## src/rtl/rf_wb_scheduler.sv

```systemverilog
// rf_wb_scheduler
//   Writeback scheduler and long-latency scoreboard for the 32x32 register
//   file (one write port, r0 hard-wired to zero).
//   - Arbitrates the single write port between requester A (short ALU path)
//     and requester B (long-latency return path). A normally wins. B gets
//     forced priority once it has waited STARVE_LIMIT cycles.
//   - Tracks registers with a long-latency write in flight. Decode is stalled
//     on RAW/WAW hazards against those registers.
// Ports:
//   CLK, RST               clock, synchronous active-high reset
//   issue_*                decode instruction (valid, long, rs1, rs2, rd)
//   stall                  decode must hold; instruction not accepted
//   a_valid/a_sel/a_dat    requester A writeback request; a_ready = accepted
//   b_valid/b_sel/b_dat    requester B writeback request; b_ready = accepted
//   rf_wen/rf_wsel/rf_wdat registered register-file write port
//   pend_cnt               number of busy registers (registered)
module rf_wb_scheduler #(
    parameter int unsigned STARVE_LIMIT = 4,
    parameter int unsigned DW           = 32
) (
    input  logic          CLK,
    input  logic          RST,
    input  logic          issue_valid,
    input  logic          issue_long,
    input  logic [4:0]    issue_rs1,
    input  logic [4:0]    issue_rs2,
    input  logic [4:0]    issue_rd,
    output logic          stall,
    input  logic          a_valid,
    input  logic [4:0]    a_sel,
    input  logic [DW-1:0] a_dat,
    output logic          a_ready,
    input  logic          b_valid,
    input  logic [4:0]    b_sel,
    input  logic [DW-1:0] b_dat,
    output logic          b_ready,
    output logic          rf_wen,
    output logic [4:0]    rf_wsel,
    output logic [DW-1:0] rf_wdat,
    output logic [5:0]    pend_cnt
);

    localparam logic [3:0] LIMIT = 4'(STARVE_LIMIT);

    // Bit 0 is kept at zero so a select of r0 can never raise a hazard.
    logic [31:0]   busy;
    logic [31:0]   busy_nxt;
    logic [5:0]    pend_nxt;
    logic [3:0]    b_wait;
    logic          wb_from_b;
    logic          grant_a;
    logic          grant_b;
    logic          issue_set;
    logic [4:0]    win_sel;
    logic [DW-1:0] win_dat;

    always_comb begin
        stall = issue_valid & (busy[issue_rs1] | busy[issue_rs2] | busy[issue_rd]);
    end

    always_comb begin
        grant_b = b_valid & (~a_valid | (b_wait >= LIMIT));
        grant_a = a_valid & ~grant_b;
        a_ready = grant_a;
        b_ready = grant_b;
        win_sel = grant_b ? b_sel : a_sel;
        win_dat = grant_b ? b_dat : a_dat;
    end

    // Clear is applied before set so that a same-edge set of the same
    // register wins.
    always_comb begin
        issue_set = issue_valid & ~stall & issue_long & (issue_rd != 5'd0);
        busy_nxt  = busy;
        if (rf_wen && wb_from_b) begin
            busy_nxt[rf_wsel] = 1'b0;
        end
        if (issue_set) begin
            busy_nxt[issue_rd] = 1'b1;
        end
        busy_nxt[0] = 1'b0;
    end

    // pend_cnt is registered from the next busy vector so it moves on the
    // same edge as the scoreboard itself.
    always_comb begin
        pend_nxt = '0;
        for (int unsigned i = 1; i < 32; i++) begin
            pend_nxt = pend_nxt + 6'(busy_nxt[i]);
        end
    end

    always_ff @(posedge CLK) begin
        if (RST) begin
            busy      <= '0;
            pend_cnt  <= '0;
            b_wait    <= '0;
            rf_wen    <= 1'b0;
            rf_wsel   <= '0;
            rf_wdat   <= '0;
            wb_from_b <= 1'b0;
        end else begin
            busy     <= busy_nxt;
            pend_cnt <= pend_nxt;

            if (b_valid && !grant_b) begin
                if (b_wait != 4'hF) begin
                    b_wait <= b_wait + 4'd1;
                end
            end else begin
                b_wait <= '0;
            end

            // A grant to r0 is consumed but produces no write.
            rf_wen    <= 1'b0;
            wb_from_b <= grant_b;
            if ((grant_a || grant_b) && win_sel != 5'd0) begin
                rf_wen  <= 1'b1;
                rf_wsel <= win_sel;
                rf_wdat <= win_dat;
            end
        end
    end

endmodule

```

## config.mk

```make
export PLATFORM = sky130hd
export DESIGN_NAME = rf_wb_scheduler
export DESIGN_NICKNAME = d
export VERILOG_FILES = /design/src/rtl/rf_wb_scheduler.sv
export SDC_FILE = /design/constraint.sdc
export NUM_CORES = 1
export LEC_CHECK = 0
export ABC_AREA = 1
export CORE_UTILIZATION = 30
export CTS_CLUSTER_DIAMETER = 50
export DETAILED_ROUTE_END_ITERATION = 8
export GPL_TIMING_DRIVEN = 0
export SETUP_SLACK_MARGIN = 0.3
export SLEW_MARGIN = 0
export SYNTH_ARGS = -nofsm -noshare
export SYNTH_HDL_FRONTEND = slang
export SYNTH_SLANG_ARGS = --single-unit
```

## constraint.sdc

```tcl
create_clock -name CLK -period 17.26 [get_ports CLK]
set_clock_uncertainty 0.05 [all_clocks]
set_input_delay 2.589 -clock CLK [delete_from_list [all_inputs] [get_ports CLK]]
set_output_delay 2.589 -clock CLK [all_outputs]
set_load 0.01 [all_outputs]
```

# Yosys cells after proc, flatten, opt, wreduce, memory -nomap -nowiden
# Cells that the tools add are included.
[classes] add_sub_neg=31 order_cmp=7 eq_ne=1 mux=15 n_bitwise=16 n_reduce_logical=10
[ops] op="6-bit by 1-bit adder with 6-bit output" count=25
[ops] op="32-bit two-way mux" count=3
[ops] op="32-bit AND" count=1
[ops] op="32-bit inverter" count=1
[ops] op="32-bit OR" count=1
[ops] op="5-bit by 6-bit < comparator with 1-bit output (second input constant)" count=4
[ops] op="1-bit binary-select mux with 5-bit select" count=3
[ops] op="1-bit demux with 5-bit select" count=2
[ops] op="5-bit by 1-bit greater-or-equal comparator with 1-bit output (second input constant)" count=2
[ops] op="5-bit nonzero test" count=2
[ops] op="5-bit by 1-bit adder with 6-bit output" count=1
[ops] op="1-bit AND" count=6
[ops] op="1-bit two-way mux" count=6
[ops] op="4-bit by 1-bit adder with 5-bit output" count=1
[ops] op="1-bit logical AND" count=5
[ops] op="5-bit two-way mux" count=1
[ops] op="3-bit by 1-bit adder with 4-bit output" count=1
[ops] op="4-bit by 1-bit adder with 4-bit output (second input constant)" count=1
[ops] op="4-bit by 3-bit greater-or-equal comparator with 1-bit output (second input constant)" count=1
[ops] op="4-bit != test (second input constant)" count=1
[ops] op="1-bit inverter" count=4
[ops] op="2-bit by 1-bit adder with 3-bit output" count=1
[ops] op="1-bit OR" count=3
[ops] op="1-bit by 1-bit adder with 2-bit output" count=1
[ops] op="other kinds (3)" count=3
[totals] regBits=81 in_bits=95 output_inout_bits=47 word_cells=88

# Logic depth before layout (Yosys ltp)
# Gate-level depths: netlist of run 1.
[depth] ltp_word=40 mapped_depth=33 mapped_depth_nobuf=30

# Worst setup path before layout of run 1
# Ideal clock, no wire load.
[synth_timing] path_type="input-to-reg" start="in issue_rd[0]" end="reg pend_cnt[4]" setup_time_ps=120 t_arrival_ps=7831 required_time_ps=17090 setup_slack_ps=9260 path_stages=29 path_buffers=3 path_cell_list="buf_6 buf_6 nand2_1 o21ai_1 nand2_1 nand2_1 nand2_1 nand2_1 inv_1 nand2_2 nor2_4 buf_4 nand4_2 nand2_1 inv_1 fa_1 fa_1 fa_1 inv_1 fa_1 fa_1 fa_1 fa_1 inv_1 fa_1 o21bai_1 a21oi_1 o21ai_0 a21oi_1"
[synth_between] elab_chain_cells=39 word_cells_on_any_way=46 cone_classes="add/sub (30); order compare (2); mux (5); bitwise (7); reduce/logical (2)"
[synth_lines] element="from (decl)" line_no="27" text="input logic [4:0] issue_rd,"
[synth_lines] element="1-bit binary-select mux with 5-bit select" line_no="58" text="stall = issue_valid & (busy[issue_rs1] | busy[issue_rs2] | busy[issue_rd]);"
[synth_lines] element="1-bit two-way mux (not written as such)" line_no="58"
[synth_lines] element="1-bit OR" line_no="58"
[synth_lines] element="1-bit AND" line_no="58"
[synth_lines] element="1-bit inverter" line_no="73" text="issue_set = issue_valid & ~stall & issue_long & (issue_rd != 5'd0);"
[synth_lines] element="1-bit AND (3 in series)" line_no="73"
[synth_lines] element="32-bit two-way mux *" line_no="78" text="if (issue_set) begin"
[synth_lines] element="1-bit by 1-bit adder with 2-bit output" line_no="89" text="pend_nxt = pend_nxt + 6'(busy_nxt[i]);"
[synth_lines] element="2-bit by 1-bit adder with 3-bit output" line_no="89"
[synth_lines] element="3-bit by 1-bit adder with 4-bit output" line_no="89"
[synth_lines] element="4-bit by 1-bit adder with 5-bit output" line_no="89"
[synth_lines] element="5-bit by 1-bit adder with 6-bit output" line_no="89"
[synth_lines] element="6-bit by 1-bit adder with 6-bit output (24 in series)" line_no="89"
[synth_lines] element="6-bit by 1-bit adder with 6-bit output *" line_no="89"
[synth_lines] element="to (signal assigned)" line_no="104" text="pend_cnt <= pend_nxt;"
[synth_lines] element="to (decl)" line_no="40" text="output logic [5:0] pend_cnt"
# Mark *: on every way between the ends. The rest lies on a longest branch, timed or not. The select of a mux whose other input is x is not followed.
# A chain may end at the register's enable or synchronous reset.

# Final worst setup path of run 1
[layout_timing] start="in issue_rd[1]" end="reg pend_cnt[4]"
# The elaborated chain is that of the path after synthesis.

==> results.py, run 1 <==
metrics = {
    "global_route": {
        "grt_use_total_pct": 20.5,
        "grt_overflow": 0,
        "grt_pass1_wl_um": 32200,
        "grt_pass1_vias": 5961,
        "antenna_found_initial": 0,
        "grt_max_degree": 16,
    },
    "yosys": {
        "ys_types": 31,
        "synth_top_area_share_pct": 26.9,
        "synth_nets": 1078,
        "synth_warnings": 0,
        "syn_area_um2": 5940,
        "syn-mean-instance-area_um2": 6.24,
        "yosys-top-cells-area": "dfxtp_1 27%, nand2_1 17%, inv_1 8.7%, fa_1 7.7%, nor2_1 7.6%",
        "yosysTopAreaCell": "dfxtp_1",
        "synthCells": 952,
        "synth_seq_cells": 80,
        "seq_area_frac_synth_pct": 26.9,
    },
    "clock_tree": {
        "cts_inserted_buffers": 9,
        "clock_path_buffers": 2,
        "root_buffer": "clkbuf_16",
        "clk_latency_ns": 0.34,
        "cts_resized": 0,
        "clock_sinks": 80,
        "cts_hold_buf": 0,
        "cts_setup_buffers": 0,
        "cts_tree": "yes",
        "clk_pin_slew_ns": 0.06,
        "htree_levels": 3,
    },
    "detailed_routing": {
        "wl_per_cell_um": 14.7,
        "vias": 6384,
        "wirelength_um": 20100,
        "via_per_inst": 4.67,
        "first_pass_iters": 6,
        "ant_nets": 0,
        "drtIter0Drc": 353,
        "drc_errors": 0,
    },
    "pwr": {
        "p_sw_uw": 199,
        "intPower_uw": 413,
        "combPwrFrac_pct": 31.6,
        "clockPowerShare_pct": 34.8,
        "swShare_pct": 32.5,
        "irDropWorstVdd_mv": 0.0416,
        "power_per_cell_area_nw_per_um2": 77.0,
        "seqPwrFrac_pct": 33.6,
        "leakage_nw": 3.82,
    },
    "worst_setup_path": {
        "cp_num_buf_inv": 7,
        "cpPeakStageDelay_ns": 0.60,
        "end_kind": "flop",
        "path_cells": "clkdlybuf4s50_1 > buf_6 > nor2_2 > nand2_1 > nand3_1 > inv_1 > buf_1 > nand4_2 > nand2_1 > inv_1 > fa_1 > fa_1 > fa_1 > inv_1 > fa_1 > fa_1 > fa_1 > fa_1 > inv_1 > fa_1 > o21bai_1 > a21oi_1 > o21ai_0 > a21oi_1",
        "cp_data_arrival_time_ns": 9.00,
        "cp.required_ns": 17.44,
        "worstPathMaxFanout": 10,
        "cp_slowest_cell": "buf_1",
        "path_class": "input port to flop",
        "critPathLaunchType": "input port",
        "crit_top_cell": "fa_1",
        "cpLargestDelayFamily": "adder cells",
    },
    "place": {
        "pre_cts_slack_ns": 8.15,
        "place_congestion": 0.926,
        "placed_cell_area_um2": 7630,
        "io_buffers": 135,
        "dp_hpwl_um": 16300,
    },
    "die": {
        "rows": 51,
        "die_w_um": 143,
        "die_h_um": 143,
        "start_util_pct": 30.5,
        "ios": 142,
        "dieArea_um2": 20400,
        "core-area_um2": 19500,
    },
    "outcome": {
        "status": "completed",
    },
    "finish": {
        "area_growth_pct": 33.8,
        "final_common_cell": "nand2_1",
        "drive_gt1_share_pct": 7.07,
        "nets": 1224,
        "diodes": 0,
        "final_cell_mix": "274 x nand2_1, 137 x inv_1, 135 x clkdlybuf4s50_1",
        "final_area_um2": 7960,
    },
    "sta": {
        "grt_setup_unrepaired": "no",
        "setup_viol": 0,
        "hold_violations": 0,
        "finalCritPeriodShare_pct": 51.1,
        "fin_crit_ns": 8.82,
        "whs_ns": 0.409,
        "fin_setup_tns_ns": 0,
        "fin_ws_ns": 8.44,
        "fmax_mhz": 113,
        "worstMarginPinSlew_ns": 1.11,
        "maxSlewViolCount": 0,
        "slew-limit-headroom_pct": 25.4,
    },
    "flow_run": {
        "cap_violations": 0,
    },
    "min_path": {
        "hold_class": "flop to flop",
    },
}
flip-flops by register name (all words and copies together) (netlist names):
name	count
rf_wdat	32
wb_from_b	1
rf_wsel	5
busy	31
pend_cnt	6
b_wait	4
rf_wen	1
cells by family (layout without fill, tap and decap cells):
| family | after synthesis | count (layout) | share of synthesized area, % |
|---|---|---|---|
| fa+ha+maj | 31 | 31 | 9.43 |
| flops | 80 | 80 | 26.9 |
| compound gates | 118 | 118 | 10.1 |
| xor+xnor | 1 | 1 | 0.147 |
| other cells | 1 | 1 | 0.0631 |
| simple gates | 533 | 533 | 39.3 |
| buf+inv | 188 | 339 | 14.0 |
worst reg2reg max path, delay by kind of cell (launching register included):
kind / cells / cell delay (ns)
buf+inv: 4 / 0.50
simple gates: 3 / 0.75
compound gates: 6 / 0.97
flops: 1 / 0.42
fa+ha+maj: 8 / 3.62
path summary, 6_finish.rpt:
check                          start                      to  slack (ns)  depth (start not counted)
max                      issue_rd[1]  pend_cnt[4]$_SDFF_PP0_        8.44                         24
min           b_wait[0]$_SDFFE_PP0P_  b_wait[0]$_SDFFE_PP0P_        0.41                          1
max reg2reg  rf_wsel[0]$_SDFFE_PP0P_  pend_cnt[4]$_SDFF_PP0_       10.86                         21
min reg2reg   b_wait[0]$_SDFFE_PP0P_  b_wait[0]$_SDFFE_PP0P_        0.41                          1
cell type report:
class / instances / area (um2)
plain buffers: 45 / 293
clock buffers: 9 / 225
inverters: 143 / 542
clock inverters: 7 / 104
well taps: 265 / 332
flip-flops and latches: 80 / 1600
repair buffers: 135 / 1350
fillers: 2142 / 11500
multi-input cells: 684 / 3510
power by group through the flow:
stage	Combinational [mW]	Clock [mW]	Sequential, mW
floorplan	0.110	0	0.214
global placement	0.193	0	0.209
detailed placement	0.194	0	0.210
CTS	0.196	0.217	0.206
global route	0.220	0.225	0.207
finish	0.194	0.213	0.206
cell usage after synthesis:
cell / n
buf_1: 4
buf_2: 9
o21a_1: 2
o21bai_1: 1
clkbuf_1: 14
nand4_1: 24
a21oi_1: 48
nor2_2: 7
xnor2_1: 1
o21ai_0: 55
buf_4: 6
nand2_8: 1
buf_6: 12
nand2_1: 274
or2_2: 2
nand2_2: 7
nor2_1: 121
nor3_1: 21
inv_1: 137
nand4_2: 9
nor2_4: 2
nand3_1: 64
nand4_4: 1
dfxtp_1: 80
inv_2: 4
ha_1: 8
conb_1: 1
a21boi_0: 1
fa_1: 23
o21ai_1: 11
inv_4: 2
routing by layer:
layer / vias up / wire, um / part of all wire, % / track usage [%]
met3: 34 / 1870 / 9.3 / 5.43
li1: 3267 / - / - / -
met4: 0 / 368 / 1.8 / 6.34
met1: 2813 / 8940 / 44 / 26.5
met5: - / 0 / 0 / 0
met2: 270 / 8940 / 44 / 33.1
stage by stage:
| stage | instances | power, mW | utilization [%] |
|---|---|---|---|
| 2_1_floorplan | 952 | 0.324 | - |
| 3_3_place_gp | 1352 | 0.402 | 39.2 |
| 3_5_place_dp | 1352 | 0.404 | 39.2 |
| 4_1_cts | 1368 | 0.618 | 40.9 |
| 5_1_grt | 1368 | 0.652 | 40.9 |
| 6_report | 1368 | 0.613 | 40.9 |
(Power assumes the default switching activity.)
==> run 2: changes to the inputs <==
- clock period: 17.26 -> 7.7 ns (I/O delays scaled with it)
==> run 2 against run 1 <==
  * Flip-flop and latch count unchanged
  * Combinational power rose by 130%
  * Via count is 1.3% higher
  * Worst hold slack about the same
  * Non-clock buffer count increased by 10
  * Count of clock-buffer cells in the layout unchanged
  * Critical path depth rose by 1
  * Power grew 130%
  * Routed wire length up 1.8%
  * Final area increased by 2.1%
  * Global-route usage unchanged
  * First-iteration DRC count is 8.8% lower
  * Largest cell class unchanged
  * Highest routed layer unchanged
==> results.py, run 2 (same netlist as run 1, synthesis figures left out) <==
metrics = {
    "outcome": {
        "status": "completed",
    },
    "die": {
        "ios": 142,
        "die_h_um": 143,
        "rows": 51,
        "start_util_pct": 30.5,
        "dieArea_um2": 20400,
        "die_w_um": 143,
        "core-area_um2": 19500,
    },
    "pwr": {
        "power_per_cell_area_nw_per_um2": 170,
        "clockPowerShare_pct": 34.6,
        "irDropWorstVdd_mv": 0.0930,
        "p_sw_uw": 452,
        "combPwrFrac_pct": 32.0,
        "intPower_uw": 931,
        "leakage_nw": 3.92,
        "swShare_pct": 32.7,
        "seqPwrFrac_pct": 33.4,
    },
    "sta": {
        "fmax_mhz": 141,
        "maxSlewViolCount": 0,
        "worstMarginPinSlew_ns": 1.13,
        "fin_setup_tns_ns": 0,
        "finalCritPeriodShare_pct": 92.0,
        "grt_setup_unrepaired": "no",
        "slew-limit-headroom_pct": 23.9,
        "setup_viol": 0,
        "fin_crit_ns": 7.08,
        "hold_violations": 0,
    },
    "finish": {
        "largest_reg_flops": 32,
        "drive_gt1_share_pct": 8.89,
        "final_cell_mix": "274 x nand2_1, 134 x inv_1, 132 x clkdlybuf4s50_1",
        "diodes": 0,
        "nets": 1234,
        "final_common_cell": "nand2_1",
        "top_register": "rf_wdat",
        "reg_top3": "rf_wdat x32, busy x31, pend_cnt x6",
        "area_growth_pct": 36.7,
        "final_core_util_pct": 41.7,
        "final_area_um2": 8130,
    },
    "detailed_routing": {
        "drc_errors": 0,
        "wirelength_um": 20500,
        "via_per_inst": 4.69,
        "drtIter0Drc": 322,
        "ant_nets": 0,
        "wl_per_cell_um": 14.9,
        "vias": 6465,
        "first_pass_iters": 4,
    },
    "clock_tree": {
        "root_buffer": "clkbuf_16",
        "clock_path_buffers": 2,
        "clk_latency_ns": 0.34,
        "cts_tree": "yes",
        "clock_sinks": 80,
        "clk_pin_slew_ns": 0.06,
        "cts_inserted_buffers": 9,
        "htree_levels": 3,
    },
    "worst_setup_path": {
        "ff2ff_setup_slack_ns": 1.41,
        "reg2reg_depth": 21,
        "cpPeakStageDelay_ns": 0.60,
        "cp_data_arrival_time_ns": 7.26,
        "r2r-start": "rf_wsel[0]$_SDFFE_PP0P_",
        "crit_top_cell": "fa_1",
        "critPathLaunchType": "input port",
        "end_kind": "flop",
        "path_class": "input port to flop",
        "cp_slowest_cell": "clkdlybuf4s50_1",
        "worstPathMaxFanout": 10,
        "regToRegEndpoint": "pend_cnt[4]$_SDFF_PP0_",
        "cp.required_ns": 7.88,
    },
    "global_route": {
        "grt_overflow": 0,
        "use_met3_pct": 5.43,
        "grt_use_total_pct": 20.5,
        "grt_max_degree": 16,
        "antenna_found_initial": 0,
        "met2_usage_pct": 33.1,
        "use_met1_pct": 26.5,
        "busiest_layer": "met2",
        "grt_pass1_vias": 5961,
        "grt_pass1_wl_um": 32200,
    },
    "place": {
        "placed_cell_area_um2": 7630,
        "place_congestion": 0.926,
        "dp_hpwl_um": 16300,
        "io_buffers": 135,
    },
    "flow_run": {
        "cap_violations": 0,
    },
    "min_path": {
        "worstHoldStart": "b_wait[0]$_SDFFE_PP0P_",
        "hold_class": "flop to flop",
        "holdPathStages": 1,
        "whs_endpoint": "b_wait[0]$_SDFFE_PP0P_",
    },
}
run 2: worst max-delay path by stage:
| stage | cells past startpoint | to | from |
|---|---|---|---|
| after floorplan | 29 | pend_cnt[4]$_SDFF_PP0_ | issue_rd[0] |
| after global placement | 28 | pend_cnt[4]$_SDFF_PP0_ | issue_rd[4] |
| after detailed placement | 24 | pend_cnt[4]$_SDFF_PP0_ | issue_rd[1] |
| after CTS | 24 | pend_cnt[4]$_SDFF_PP0_ | issue_rd[1] |
| after global routing | 26 | pend_cnt[4]$_SDFF_PP0_ | issue_rs2[2] |
| final | 25 | pend_cnt[4]$_SDFF_PP0_ | issue_rd[4] |
run 2: area by class of cell:
class                           instances  area, um2
Inverter                              143        542
Sequential cell                        80       1600
Buffer                                 45        304
Fill cell                            2122      11300
Multi-Input combinational cell        684       3570
Clock buffer                            9        225
Clock inverter                          7        104
Tap cell                              265        332
Timing Repair Buffer                  145       1450
run 2: critical path: cells and delay by family:
family / cells / cell delay (ns)
adders and majority gates: 8 / 3.47
buffers and inverters: 6 / 1.26
and+or+nand+nor: 7 / 0.92
AOI/OAI and AO/OA: 4 / 0.48
run 2: timing repair:
| item | CTS | global route |
|---|---|---|
| gates resized for setup | 0 | 22 |
| hold buffers | 0 | 0 |
| buffers inserted | 0 | 8 |
| setup endpoints to repair | 0 | 5 |
run 2: routing by layer:
| layer | vias to the layer above | share of wire, % | wire length, um |
|---|---|---|---|
| met2 | 290 | 45 | 9130 |
| met3 | 37 | 9.9 | 2030 |
| met4 | 0 | 2.1 | 437 |
| li1 | 3290 | - | - |
| met5 | - | 0 | 0 |
| met1 | 2848 | 43 | 8870 |
run 2: through the flow:
stage	instances	worst slack [ns]	total power, mW	hold WS, ns
after floorplan	952	1.13	0.726	0.365
after global placement	1352	0.0492	0.902	0.382
after detailed placement	1352	0.0269	0.906	0.401
after CTS	1368	0.352	1.39	0.410
after global routing	1378	0.314	1.47	0.420
final	1378	0.616	1.38	0.409
run 2: power groups by stage:
stage | Sequential, mW | Combinational, mW | Clock (mW)
final | 0.462 | 0.443 | 0.479
after global routing | 0.465 | 0.500 | 0.504
after CTS | 0.462 | 0.439 | 0.486
after detailed placement | 0.470 | 0.435 | 0
after global placement | 0.470 | 0.432 | 0
after floorplan | 0.480 | 0.246 | 0
